[src/rtl/fifo_wptr_full.sv]
// fifo_wptr_full: write-side control for the dual-clock async FIFO.
// Keeps the binary and Gray write pointers and brings the read pointer into
// wclk through a 2-flop synchronizer. From those it produces the full and
// almost-full flags and the write-side fill level.
//
// Ports:
//   wclk          write clock; all state updates on posedge
//   wrst_n        asynchronous active-low reset
//   winc          write request; accepted only while wfull is low
//   rptr          Gray read pointer from the read domain (asynchronous)
//   waddr         memory write address (low bits of the binary write pointer)
//   wptr          registered Gray write pointer to the read domain
//   wfull         registered full flag
//   walmost_full  registered almost-full flag (fill >= DEPTH-ALMOST_FULL_MARGIN)
//   wfill         occupancy seen from the write side, 0..DEPTH
//   woverflow     sticky dropped-write flag
//
// Optional feature: define WPTR_OVERFLOW_DETECT_EN to build the sticky
// woverflow register. When the macro is undefined, woverflow is tied low.
module fifo_wptr_full #(
    parameter int unsigned ADDRESS_SIZE       = 4,
    parameter int unsigned ALMOST_FULL_MARGIN = 2
) (
    input  logic                    wclk,
    input  logic                    wrst_n,
    input  logic                    winc,
    input  logic [ADDRESS_SIZE:0]   rptr,
    output logic [ADDRESS_SIZE-1:0] waddr,
    output logic [ADDRESS_SIZE:0]   wptr,
    output logic                    wfull,
    output logic                    walmost_full,
    output logic [ADDRESS_SIZE:0]   wfill,
    output logic                    woverflow
);

    localparam int unsigned PTR_W    = ADDRESS_SIZE + 1;
    localparam int unsigned DEPTH    = 32'd1 << ADDRESS_SIZE;
    localparam int unsigned AF_INT   = DEPTH - ALMOST_FULL_MARGIN;
    localparam logic [PTR_W-1:0] AF_LEVEL = PTR_W'(AF_INT);

    logic [PTR_W-1:0] wbin;
    logic [PTR_W-1:0] rq1;
    logic [PTR_W-1:0] rq2;
    logic [PTR_W-1:0] rbin_s;
    logic [PTR_W-1:0] wbinnext;
    logic [PTR_W-1:0] wgraynext;
    logic             wen;
    logic             wfull_next;
    logic             walmost_full_next;

    // Gray to binary: each binary bit is the XOR of all Gray bits at or above it
    function automatic logic [PTR_W-1:0] gray2bin(input logic [PTR_W-1:0] g);
        logic [PTR_W-1:0] b;
        b = g;
        for (int unsigned k = 1; k < PTR_W; k++) begin
            b = b ^ (g >> k);
        end
        return b;
    endfunction

    // Next pointer and flag values; rptr reaches these only through rq1/rq2
    always_comb begin
        wen               = winc & ~wfull;
        rbin_s            = gray2bin(rq2);
        wbinnext          = wbin + PTR_W'(wen);
        wgraynext         = (wbinnext >> 1) ^ wbinnext;
        // Full when the write pointer is one lap ahead: top two Gray bits inverted
        wfull_next        = (wgraynext == {~rq2[PTR_W-1:PTR_W-2], rq2[PTR_W-3:0]});
        walmost_full_next = ((wbinnext - rbin_s) >= AF_LEVEL);
    end

    // Pointer, synchronizer and flag registers
    always_ff @(posedge wclk or negedge wrst_n) begin
        if (!wrst_n) begin
            wbin         <= '0;
            wptr         <= '0;
            rq1          <= '0;
            rq2          <= '0;
            wfull        <= 1'b0;
            walmost_full <= 1'b0;
        end else begin
            wbin         <= wbinnext;
            wptr         <= wgraynext;
            rq1          <= rptr;
            rq2          <= rq1;
            wfull        <= wfull_next;
            walmost_full <= walmost_full_next;
        end
    end

    // Address and fill come straight from registers; fill lags reads by the sync delay
    assign waddr = wbin[ADDRESS_SIZE-1:0];
    assign wfill = wbin - rbin_s;

`ifdef WPTR_OVERFLOW_DETECT_EN
    // Sticky record of any write attempted while full
    always_ff @(posedge wclk or negedge wrst_n) begin
        if (!wrst_n) begin
            woverflow <= 1'b0;
        end else if (winc && wfull) begin
            woverflow <= 1'b1;
        end
    end
`else
    assign woverflow = 1'b0;
`endif

endmodule

[config.mk]
export PLATFORM = sky130hd
export DESIGN_NAME = fifo_wptr_full
export DESIGN_NICKNAME = d
export VERILOG_FILES = /design/src/rtl/fifo_wptr_full.sv
export SDC_FILE = /design/constraint.sdc
export NUM_CORES = 1
export LEC_CHECK = 0
export BUFFER_PORTS_ARGS = -buffer_cell sky130_fd_sc_hd__buf_4
export CAP_MARGIN = 20
export CORE_MARGIN = 8
export CORE_UTILIZATION = 57
export CTS_CLUSTER_DIAMETER = 200
export DETAILED_ROUTE_END_ITERATION = 10
export GPL_ROUTABILITY_DRIVEN = 0
export PLACE_DENSITY = 0.87
export RECOVER_POWER = 25
export SLEW_MARGIN = 20
export SYNTH_ARGS = -nofsm -noshare
export SYNTH_HDL_FRONTEND = slang
export SYNTH_SLANG_ARGS = --single-unit
[constraint.sdc]
create_clock -name wclk -period 7 [get_ports wclk]
set_input_delay 1.05 -clock wclk [delete_from_list [all_inputs] [get_ports wclk]]
set_output_delay 1.05 -clock wclk [all_outputs]
set_load 0.02 [all_outputs]
== Word level (Yosys, flattened, before mapping) ==
Index checks and enable logic that the tools add are counted.

* Bits of input ports: 8
* Register bits after elaboration: 22
* Output and inout bits: 17
* Word-level logic and storage cells: 19

* Add/subtract/negate cells: 3
* Magnitude comparators: 1
* Equality and inequality tests: 1
* Bitwise logic cells: 8

{| class="wikitable"
|+ Operators with widths
! kind !! count
|-
| 5-bit subtractor || 2
|-
| 5-bit by 1-bit adder with 5-bit output || 1
|-
| 5-bit equality test || 1
|-
| 5-bit by 4-bit >= comparator with 1-bit output (second input constant) || 1
|-
| 4-bit by 5-bit XOR with 5-bit output || 1
|-
| 5-bit by 1-bit XOR with 5-bit output || 1
|-
| 5-bit by 2-bit XOR with 5-bit output || 1
|-
| 5-bit by 3-bit XOR with 5-bit output || 1
|-
| 5-bit by 4-bit XOR with 5-bit output || 1
|-
| 2-bit inverter || 1
|-
| 1-bit AND || 1
|-
| 1-bit inverter || 1
|}

== Depth between registers and ports, before layout ==
Gate-level depths: netlist of run 1.

* Depth after elaboration: 6
* Gate-level depth with buffers: 10
* Depth with buffers taken out: 10

== Worst setup path after synthesis of run 1 ==
Ideal clock, no wire load.

* Path type: register to output
* From: register rq2[4]
* To: output port wfill[4]
* Slack: 3.296 ns
* Data arrival time: 2.654 ns
* Required time: 5.950 ns
* Cell stages (with the launch flop): 10
* Buffers on the path: 0
* Path through: dfrtp_1 > xnor3_2 > xor2_1 > xnor2_1 > ha_1 > inv_1 > fa_1 > a21o_1 > a21oi_1 > xnor2_1

* Word-level cells in the longest chain between the ends: 5

{| class="wikitable"
|+ RTL lines
! item !! RTL line !! text
|-
| start: declaration || 43 || <nowiki>logic [PTR_W-1:0] rq2;</nowiki>
|-
| start signal: assignment || 85 || <nowiki>rq2 <= rq1;</nowiki>
|-
| 5-bit by 4-bit XOR with 5-bit output || 56 || <nowiki>b = b ^ (g >> k);</nowiki>
|-
| 5-bit by 3-bit XOR with 5-bit output || 56 ||
|-
| 5-bit by 2-bit XOR with 5-bit output || 56 ||
|-
| 5-bit by 1-bit XOR with 5-bit output * || 56 ||
|-
| 5-bit subtractor * || 93 || <nowiki>assign wfill = wbin - rbin_s;</nowiki>
|-
| end: declaration || 32 || <nowiki>output logic [ADDRESS_SIZE:0] wfill,</nowiki>
|}

Every way passes the cells marked *; elsewhere a longest branch is shown, timed or not.

== Worst setup path after layout of run 1 ==
Ends and elaborated chain as after synthesis.

==> flow_summary.json, run 1 <==
{
  "status": "complete, no violations",
  "initial_utilization_pct": 59.4,
  "critical_path_class": "flip-flop to output port",
  "drive_gt1_share_pct": 24.1,
  "cts_root_buf": "clkbuf_4",
  "ys_ff_latch": 21,
  "hold_end": "rq2[2]",
  "critPathCaptureType": "output port",
  "seq_area_frac_synth_pct": 45.6,
  "fin_crit_ns": 4.30,
  "r2r_cells": 9,
  "clockBufferDepth": 2,
  "rows": 16,
  "antenna_found_initial": 0,
  "wirelength_um": 2190,
  "cts_tree": "yes",
  "grt_usage_pct": 13.2,
  "post_synth_instance_area_um2": 1150,
  "die_h_um": 61.0,
  "arrival_ns": 3.25,
  "syn-instance-count": 90,
  "synth_nets": 110,
  "cap_violations": 0,
  "setup_viol": 0,
  "syn-mean-instance-area_um2": 12.8,
  "post_cts_resized": 0,
  "grt_pass1_wl_um": 3510,
  "tightest_slew_ns": 1.10,
  "rsz0062_at_grt": "no",
  "fmax_mhz": 233,
  "wire_per_inst_um": 15.3,
  "hold_viol_final": 0,
  "reg2reg_slack_ns": 3.71,
  "hpwl_um": 1790,
  "drc": 0,
  "slew_violations": 0,
  "areaGrowthSynthToFinish_pct": 19.3,
  "hp-start": "rq1[2]",
  "hold_path_depth": 0,
  "cp.required_ns": 5.95,
  "io_pins": 25,
  "critPathMaxFanout": 7,
  "clock-skew-final_ns": 0.000985,
  "synth.most_common_cell": "dfrtp_1",
  "first_global_vias": 780,
  "hold_buffers": 0,
  "cts_sinks": 21,
  "via_per_inst": 5.24,
  "hold_ws_ns": 0.360,
  "synth_area_leaders": "dfrtp_1 46%, ha_1 11%, xor2_1 6.8%",
  "r2r_end": "walmost_full",
  "relSlewSlack_pct": 26.7,
  "setup_tns_ns": 0,
  "fill_cells": 138,
  "cts_setup_buffers": 0,
  "diodes": 0,
  "utilization_pct": 70.9,
  "cp-start-kind": "flip-flop",
  "fin_nets": 137,
  "reg2reg_from": "rq2[4]",
  "path_clk_slew_ns": 0.11,
  "clk_latency_ns": 0.30,
  "synth_edf_count": 0,
  "htreeDepth": 1,
  "die_x_um": 61.0,
  "postRouteAntennaNets": 0,
  "die-area_um2": 3720,
  "yosys_warnings": 0,
  "drtIter0Drc": 26,
  "async_flop_share_pct": 100,
  "cts-buffers-inserted": 3,
  "grt_max_degree": 22,
  "portBuffers": 23,
  "synth_common_cells": "21 x dfrtp_1, 10 x ha_1, 9 x inv_1, 9 x xor2_1, 8 x xnor2_1",
  "drt_pre_antenna_iters": 4,
  "vias": 750,
  "fin_crit_sh_pct": 61.4,
  "hold_path_class": "flip-flop to flip-flop",
  "core_um2": 1940,
  "grt_overflow_total": 0,
  "synth_area_leader_cell": "dfrtp_1",
  "synth_top_area_share_pct": 45.6,
  "synth.distinct_cells": 27,
  "synth-main-ff-cell": "dfrtp_1"
}
-- critical path, stage by stage (launching register included) --
cell     delay (ns)
dfrtp_1        0.45
xnor3_2        0.54
xor2_1         0.43
xnor2_1        0.21
ha_1           0.18
inv_1          0.06
fa_1           0.41
a21o_1         0.20
a21oi_1        0.17
xnor2_1        0.14
buf_4          0.16
-- through the flow --
step	std cells	cell area, µm²	worst slack, ns
after CTS	143	1380	2.68
final	143	1380	2.70
after global routing	143	1380	2.53
after floorplan	90	1150	3.30
after global placement	139	1350	3.17
after detailed placement	139	1350	3.03
-- cell type report --
class	instances	area (µm²)	area share (%)
timing repair buffer	23	169	12.3
sequential	21	526	38.2
clock inverter	1	5.00	0.364
tap	27	33.8	2.45
inverter	9	33.8	2.45
multi-input combinational	59	587	42.6
clock buffer	3	22.5	1.64
-- cells by family (layout without fill, tap and decap cells) --
group	count (synthesis)	in the layout	share of synthesized area, %
mux	1	1	0.868
compound gates	8	8	4.77
other cells	1	1	0.325
buf+inv	10	36	3.58
xor+xnor	21	21	20.9
fa+ha+maj	12	12	14.3
simple gates	16	16	9.65
flops	21	21	45.6
-- registers in the layout, indices dropped and copies added (netlist names) --
register      count
wptr              4
wfull             1
wbin              5
rq2               5
walmost_full      1
rq1               5
-- worst max-delay path by stage --
stage               end  startpoint  cells after the start
2_1_floorplan  wfill[4]      rq2[4]                      9
3_3_place_gp   wfill[4]      rq2[4]                     10
3_5_place_dp   wfill[4]      rq2[4]                     10
4_1_cts        wfill[4]      rq2[4]                     10
5_1_grt        wfill[4]      rq2[4]                     10
6_report       wfill[4]      rq2[4]                     10
-- metal layers --
layer | wire length (µm) | global-route usage [%]
met1 | 890 | 15.5
met5 | 0 | 0
met4 | 59 | 7.64
met3 | 189 | 3.18
met2 | 1050 | 21.6
-- cell usage in the layout, fill, tap and decap left out, types with 2 or more instances in the layout --
cell type,n
buf_4,22
dfrtp_1,21
ha_1,10
xor2_1,9
inv_1,9
xnor2_1,8
a21o_1,4
clkbuf_4,3
nand3_1,2
a21oi_1,2
xnor3_1,2
nor4b_1,2
nor2b_1,2
nor3b_1,2
o31ai_1,2
fa_1,2
Power of run 1 is not shown: default switching activity piles up to over one toggle a cycle in this logic, so the estimate is an artifact.
==> run 2: changes to the inputs <==
--- a/config.mk
+++ b/config.mk
@@ -5,14 +5,15 @@
 export SDC_FILE = /design/constraint.sdc
 export NUM_CORES = 1
 export LEC_CHECK = 0
+export ABC_AREA = 1
 export BUFFER_PORTS_ARGS = -buffer_cell sky130_fd_sc_hd__buf_4
 export CAP_MARGIN = 20
 export CORE_MARGIN = 8
-export CORE_UTILIZATION = 57
+export CORE_UTILIZATION = 53
 export CTS_CLUSTER_DIAMETER = 200
 export DETAILED_ROUTE_END_ITERATION = 10
 export GPL_ROUTABILITY_DRIVEN = 0
-export PLACE_DENSITY = 0.87
+export PLACE_DENSITY = 0.81
 export RECOVER_POWER = 25
 export SLEW_MARGIN = 20
 export SYNTH_ARGS = -nofsm -noshare
==> constraint.sdc (replaced) <==
create_clock -name wclk -period 4.2 [get_ports wclk]
set_input_delay 0.63 -clock wclk [delete_from_list [all_inputs] [get_ports wclk]]
set_output_delay 0.63 -clock wclk [all_outputs]
set_load 0.02 [all_outputs]
==> flow_summary.json, run 2 <==
{
  "utilization_pct": 66.3,
  "worst-path-buf-inv": 3,
  "hp-start": "rq1[0]",
  "cts_root_buf": "clkbuf_4",
  "cts_setup_buffers": 0,
  "critPathMaxFanout": 5,
  "fin_ws_ns": 0.673,
  "synth.most_common_cell": "nand2_1",
  "tightest_slew_ns": 1.10,
  "layout.cells.non_filler": 174,
  "hpwl_um": 1910,
  "irDropWorstVdd_mv": 0.510,
  "post_cts_resized": 0,
  "synth.distinct_cells": 19,
  "path_clk_slew_ns": 0.11,
  "hold_buffers": 0,
  "setup_viol": 0,
  "reg2reg_from": "rq2[3]",
  "r2r_end": "walmost_full",
  "wirelength_um": 2320,
  "die_h_um": 64.4,
  "initial_utilization_pct": 56.2,
  "cp_slowest_stage_delay_ns": 0.44,
  "grt_max_degree": 22,
  "seq_area_frac_synth_pct": 42.3,
  "drc": 0,
  "die_x_um": 64.4,
  "post_synth_instance_area_um2": 1240,
  "slew_violations": 0,
  "htreeDepth": 1,
  "drive_gt1_share_pct": 26.0,
  "grt_overflow_total": 0,
  "cp-start-kind": "flip-flop",
  "synth-main-ff-cell": "dfrtp_1",
  "arrival_ns": 2.90,
  "hold_path_depth": 0,
  "setup_tns_ns": 0,
  "cts_tree": "yes",
  "synth_common_cells": "22 x nand2_1, 21 x dfrtp_1, 17 x inv_1",
  "via_per_inst": 4.96,
  "ys_ff_latch": 21,
  "grt_usage_pct": 12.5,
  "synth_area_leader_cell": "dfrtp_1",
  "crit_chain": "inv_1 -> nand2_1 -> nand3_1 -> nand2_2 -> xor2_2 -> xor2_1 -> ha_1 -> inv_1 -> fa_1 -> nand3_1 -> nand2_1 -> xor2_1 -> buf_4",
  "vias": 863,
  "clockBufferDepth": 2,
  "wl_met2_um": 1240,
  "cts_sinks": 21,
  "path_delay_family": "XOR/XNOR gates",
  "reg2reg_slack_ns": 1.68,
  "synth_edf_count": 0,
  "cts-buffers-inserted": 3,
  "io_pins": 25,
  "async_flop_share_pct": 100,
  "dpl.cell_count": 170,
  "fmax_mhz": 284,
  "r2r_cells": 14,
  "diodes": 0,
  "place_ws_ns": 1.04,
  "yosys_warnings": 0,
  "final_cell_mix": "22 x nand2_1, 22 x buf_4, 21 x dfrtp_1, 17 x inv_1, 11 x nand3_1",
  "areaGrowthSynthToFinish_pct": 17.9,
  "rsz0062_at_grt": "no",
  "antenna_found_initial": 0,
  "portBuffers": 23,
  "crit_slowest_cell": "dfrtp_1",
  "fin_crit_sh_pct": 84.0,
  "hold_end": "rq2[0]",
  "cap_violations": 0,
  "relSlewSlack_pct": 26.7,
  "wire_per_inst_um": 13.4,
  "largestRegisters": "rq1 x5, rq2 x5, wbin x5",
  "postRouteAntennaNets": 0,
  "critPathCaptureType": "output port",
  "synth_nets": 140,
  "die-area_um2": 4150,
  "cp.required_ns": 3.57,
  "synth_area_leaders": "dfrtp_1 42%, ha_1 10%, nand2_1 6.6%",
  "power_density_nw_per_um2": 927,
  "rows": 17,
  "hold_viol_final": 0,
  "clock-skew-final_ns": 0.000703,
  "core_um2": 2210,
  "syn-mean-instance-area_um2": 10.4,
  "route.met3.wl_um": 109,
  "syn-instance-count": 120,
  "fin_nets": 167,
  "drtIter0Drc": 14,
  "synth_top_area_share_pct": 42.3,
  "highest_layer": "met4",
  "drt_pre_antenna_iters": 5,
  "critical_path_class": "flip-flop to output port",
  "clk_latency_ns": 0.31,
  "hold_ws_ns": 0.360,
  "hold_path_class": "flip-flop to flip-flop",
  "grt_pass1_wl_um": 4070,
  "leakage_nw": 0.767,
  "status": "complete, no violations",
  "fin_crit_ns": 3.53,
  "met1_length_um": 921,
  "first_global_vias": 925
}
run 2: cell count changes after synthesis, moves of 3 or more:
cell,delta
a21o_1,-4
nand3_1,+9
xor2_2,+3
nand2_1,+22
xnor2_1,-5
nor2_1,+5
inv_1,+8
run 2: power by group:
| part | total, mW | internal [mW] | switching (mW) |
|---|---|---|---|
| combinational | 0.934 | 0.399 | 0.535 |
| sequential | 0.329 | 0.266 | 0.0628 |
| clock | 0.0973 | 0.0372 | 0.0601 |
run 2: how the worst max path moves through the flow:
| stage | start | end | slack [ns] | cells after the start |
|---|---|---|---|---|
| after floorplan | rq2[3] | wfill[4] | 1.23 | 12 |
| after global placement | rq2[3] | wfill[4] | 1.20 | 13 |
| after detailed placement | rq2[3] | wfill[4] | 1.04 | 13 |
| after CTS | rq2[3] | wfill[4] | 0.67 | 13 |
| after global routing | rq2[3] | wfill[4] | 0.43 | 13 |
| final | rq2[3] | wfill[4] | 0.67 | 13 |
run 2: through the flow:
step           power [mW]  cell area (µm²)
2_1_floorplan       0.984             1240
3_3_place_gp         1.24             1440
3_5_place_dp         1.28             1440
4_1_cts              1.38             1470
5_1_grt              1.48             1470
6_report             1.36             1470
run 2: logic make-up (layout without fill, tap and decap cells):
group | Yosys count | in the layout | share of synthesized area [%]
compound gates | 4 | 4 | 1.61
xor+xnor | 18 | 18 | 18.7
simple gates | 44 | 44 | 17.5
flops | 21 | 21 | 42.3
fa+ha+maj | 12 | 12 | 13.3
other cells | 1 | 1 | 0.302
buf+inv | 20 | 46 | 6.34
run 2: per-layer routing:
metal	track usage (%)	vias to the layer above
met5	0	-
met2	22.9	18
met4	7.08	0
met3	3.95	4
li1	-	419
met1	12.2	422
run 2: worst register-to-register path, stage by stage (launching register included):
cell	delay, ns
dfrtp_1	0.44
inv_1	0.10
nand2_1	0.07
nand3_1	0.12
nand2_2	0.16
xor2_2	0.32
xor2_1	0.16
ha_1	0.25
fa_1	0.41
inv_1	0.08
nand3_1	0.09
nand2_1	0.07
nand2_1	0.04
nand2_1	0.05
nand2_1	0.05
run 2: cell type report:
cell class / instances / area, µm²
tap: 28 / 35.0
sequential: 21 / 526
fill: 183 / 746
timing repair buffer: 23 / 169
inverter: 19 / 71.3
clock buffer: 4 / 26.3
multi-input combinational: 79 / 639
Note: power is estimated with default switching activity, not from simulation.
==> run 3: changes to the inputs <==
--- a/config.mk
+++ b/config.mk
@@ -9,11 +9,11 @@
 export BUFFER_PORTS_ARGS = -buffer_cell sky130_fd_sc_hd__buf_4
 export CAP_MARGIN = 20
 export CORE_MARGIN = 8
-export CORE_UTILIZATION = 53
+export CORE_UTILIZATION = 48
 export CTS_CLUSTER_DIAMETER = 200
 export DETAILED_ROUTE_END_ITERATION = 10
 export GPL_ROUTABILITY_DRIVEN = 0
-export PLACE_DENSITY = 0.81
+export PLACE_DENSITY = 0.78
 export RECOVER_POWER = 25
 export SLEW_MARGIN = 20
 export SYNTH_ARGS = -nofsm -noshare
==> constraint.sdc (replaced) <==
create_clock -name wclk -period 2.9 [get_ports wclk]
set_input_delay 0.435 -clock wclk [delete_from_list [all_inputs] [get_ports wclk]]
set_output_delay 0.435 -clock wclk [all_outputs]
set_load 0.02 [all_outputs]
==> flow_summary.json, run 3 (synthesis gave the netlist of run 2 again) <==
{
  "rows": 18,
  "antenna_found_initial": 0,
  "layout_commonest_cell": "buf_4",
  "clock-skew-final_ns": 0.0104,
  "grt_max_degree": 22,
  "die_h_um": 66.9,
  "crit_slowest_cell": "dfrtp_2",
  "grt_pass1_wl_um": 4540,
  "clk_latency_ns": 0.32,
  "tightest_slew_ns": 1.06,
  "cap_violations": 0,
  "hold_path_class": "input pin to flip-flop",
  "hold_viol_final": 0,
  "arrival_ns": 2.50,
  "multiInputGateArea_um2": 708,
  "leakage_nw": 0.917,
  "setup_viol": 2,
  "io_pins": 25,
  "die_x_um": 66.9,
  "postRouteAntennaNets": 0,
  "cts_root_buf": "clkbuf_4",
  "portBuffers": 23,
  "htreeDepth": 1,
  "path_delay_family": "adder cells",
  "drtIter0Drc": 25,
  "core_um2": 2480,
  "diodes": 0,
  "final_cell_mix": "41 x buf_4, 20 x dfrtp_1, 16 x nand2_1, 14 x inv_1",
  "die-area_um2": 4480,
  "cp.required_ns": 2.47,
  "cp_slowest_stage_delay_ns": 0.47,
  "clockBufferDepth": 2,
  "rsz0062_at_grt": "yes",
  "layout.cells.non_filler": 205,
  "areaGrowthSynthToFinish_pct": 42.8,
  "fill_cells": 164,
  "critPathCaptureType": "output port",
  "irDropWorstVdd_mv": 0.918,
  "vias": 993,
  "via_per_inst": 4.84,
  "first_global_vias": 1006,
  "largestRegisters": "rq1 x5, rq2 x5, wbin x5",
  "cts-buffers-inserted": 3,
  "register_area_um2": 527,
  "cp-start-kind": "flip-flop",
  "crit_chain": "inv_2 -> nand2_2 -> nand3_4 -> nand2_4 -> xor2_4 -> xor2_2 -> ha_2 -> inv_2 -> fa_2 -> nand3_2 -> nand2_2 -> xor2_1 -> buf_4",
  "wire_per_inst_um": 14.3,
  "critical_path_class": "flip-flop to output port",
  "hold_ws_ns": 0.233,
  "critPathMaxFanout": 4,
  "worst-path-buf-inv": 3,
  "cts_sinks": 21,
  "power_mw": 2.08,
  "drive_gt1_share_pct": 46.9,
  "wirelength_um": 2930,
  "status": "finished, violations left",
  "fin_nets": 196,
  "fin_crit_sh_pct": 101,
  "relSlewSlack_pct": 29.5,
  "power_density_nw_per_um2": 1170,
  "dpl.cell_count": 173,
  "fin_ws_ns": -0.0393,
  "initial_utilization_pct": 50.2,
  "drc": 0,
  "hpwl_um": 1710,
  "slew_violations": 0,
  "fin_crit_ns": 2.94,
  "violations": "setup timing",
  "grt_usage_pct": 13.7,
  "fmax_mhz": 340,
  "grt_overflow_total": 0,
  "drt_pre_antenna_iters": 4,
  "path_clk_slew_ns": 0.12,
  "cts_tree": "yes"
}
==> run 3: what timing repair did <==
action | in CTS | in global routing
cloned | 0 | 0
buffers inserted | 26 | 3
hold buffers | 1 | 0
gates resized for setup | 11 | 12
hold endpoints to repair | 21 | 0
pin swaps | 9 | 8
endpoints found under the setup margin | 3 | 4
==> run 3: metrics by stage <==
| stage | cell area [µm²] | utilization (%) | setup slack (ns) | setup TNS [ns] |
|---|---|---|---|---|
| after detailed placement | 1450 | 58.7 | 0.0941 | 0 |
| final | 1780 | 71.7 | -0.0393 | -0.0631 |
| after global routing | 1780 | 71.7 | -0.138 | -0.275 |
| after CTS | 1710 | 69.1 | -0.0627 | -0.163 |
| after floorplan | 1240 | - | 0.126 | 0 |
| after global placement | 1450 | 58.7 | 0.232 | 0 |
==> run 3: final timing paths <==
kind,cells after the start,slack (ns),startpoint,to
setup reg to reg,21,0.09,rq2[3],wfull
max in group asynchronous,2,1.39,wrst_n,rq2[3]
min in group asynchronous,2,0.81,wrst_n,rq2[2]
setup / recovery,13,-0.04,rq2[3],wfill[4]
hold reg to reg,0,0.36,rq1[0],rq2[0]
hold / removal,1,0.23,rptr[2],rq1[2]
==> run 3: cell type report <==
type,count,area share [%]
clock inverter,1,0.282
tap,30,2.11
sequential,21,29.7
timing repair buffer,52,22.8
clock buffer,3,1.27
multi-input combinational,79,39.9
inverter,19,4.02
==> run 3: worst reg2reg max path, cell delays in order, from the launching register on <==
cell     delay, ns
dfrtp_2       0.44
inv_2         0.08
buf_6         0.12
buf_4         0.12
buf_4         0.12
buf_4         0.12
buf_4         0.12
buf_6         0.10
buf_4         0.12
buf_4         0.12
buf_4         0.12
buf_4         0.12
buf_4         0.13
buf_6         0.11
buf_4         0.12
buf_4         0.12
buf_4         0.12
buf_4         0.12
buf_4         0.12
nand2_2       0.06
nand2_2       0.05
nor2_1        0.09
==> run 3: power by group <==
group / total (mW) / internal, mW / switching, mW
clock network: 0.144 / 0.0517 / 0.0924
logic: 1.46 / 0.638 / 0.820
registers: 0.478 / 0.385 / 0.0933
==> run 3: per-layer routing <==
| layer | global-route usage, % | part of all wire (%) | vias up |
|---|---|---|---|
| met1 | 14.5 | 38 | 459 |
| met5 | 0 | 0 | - |
| li1 | - | - | 478 |
| met3 | 2.68 | 5.0 | 17 |
| met4 | 12.0 | 5.7 | 0 |
| met2 | 22.7 | 51 | 39 |
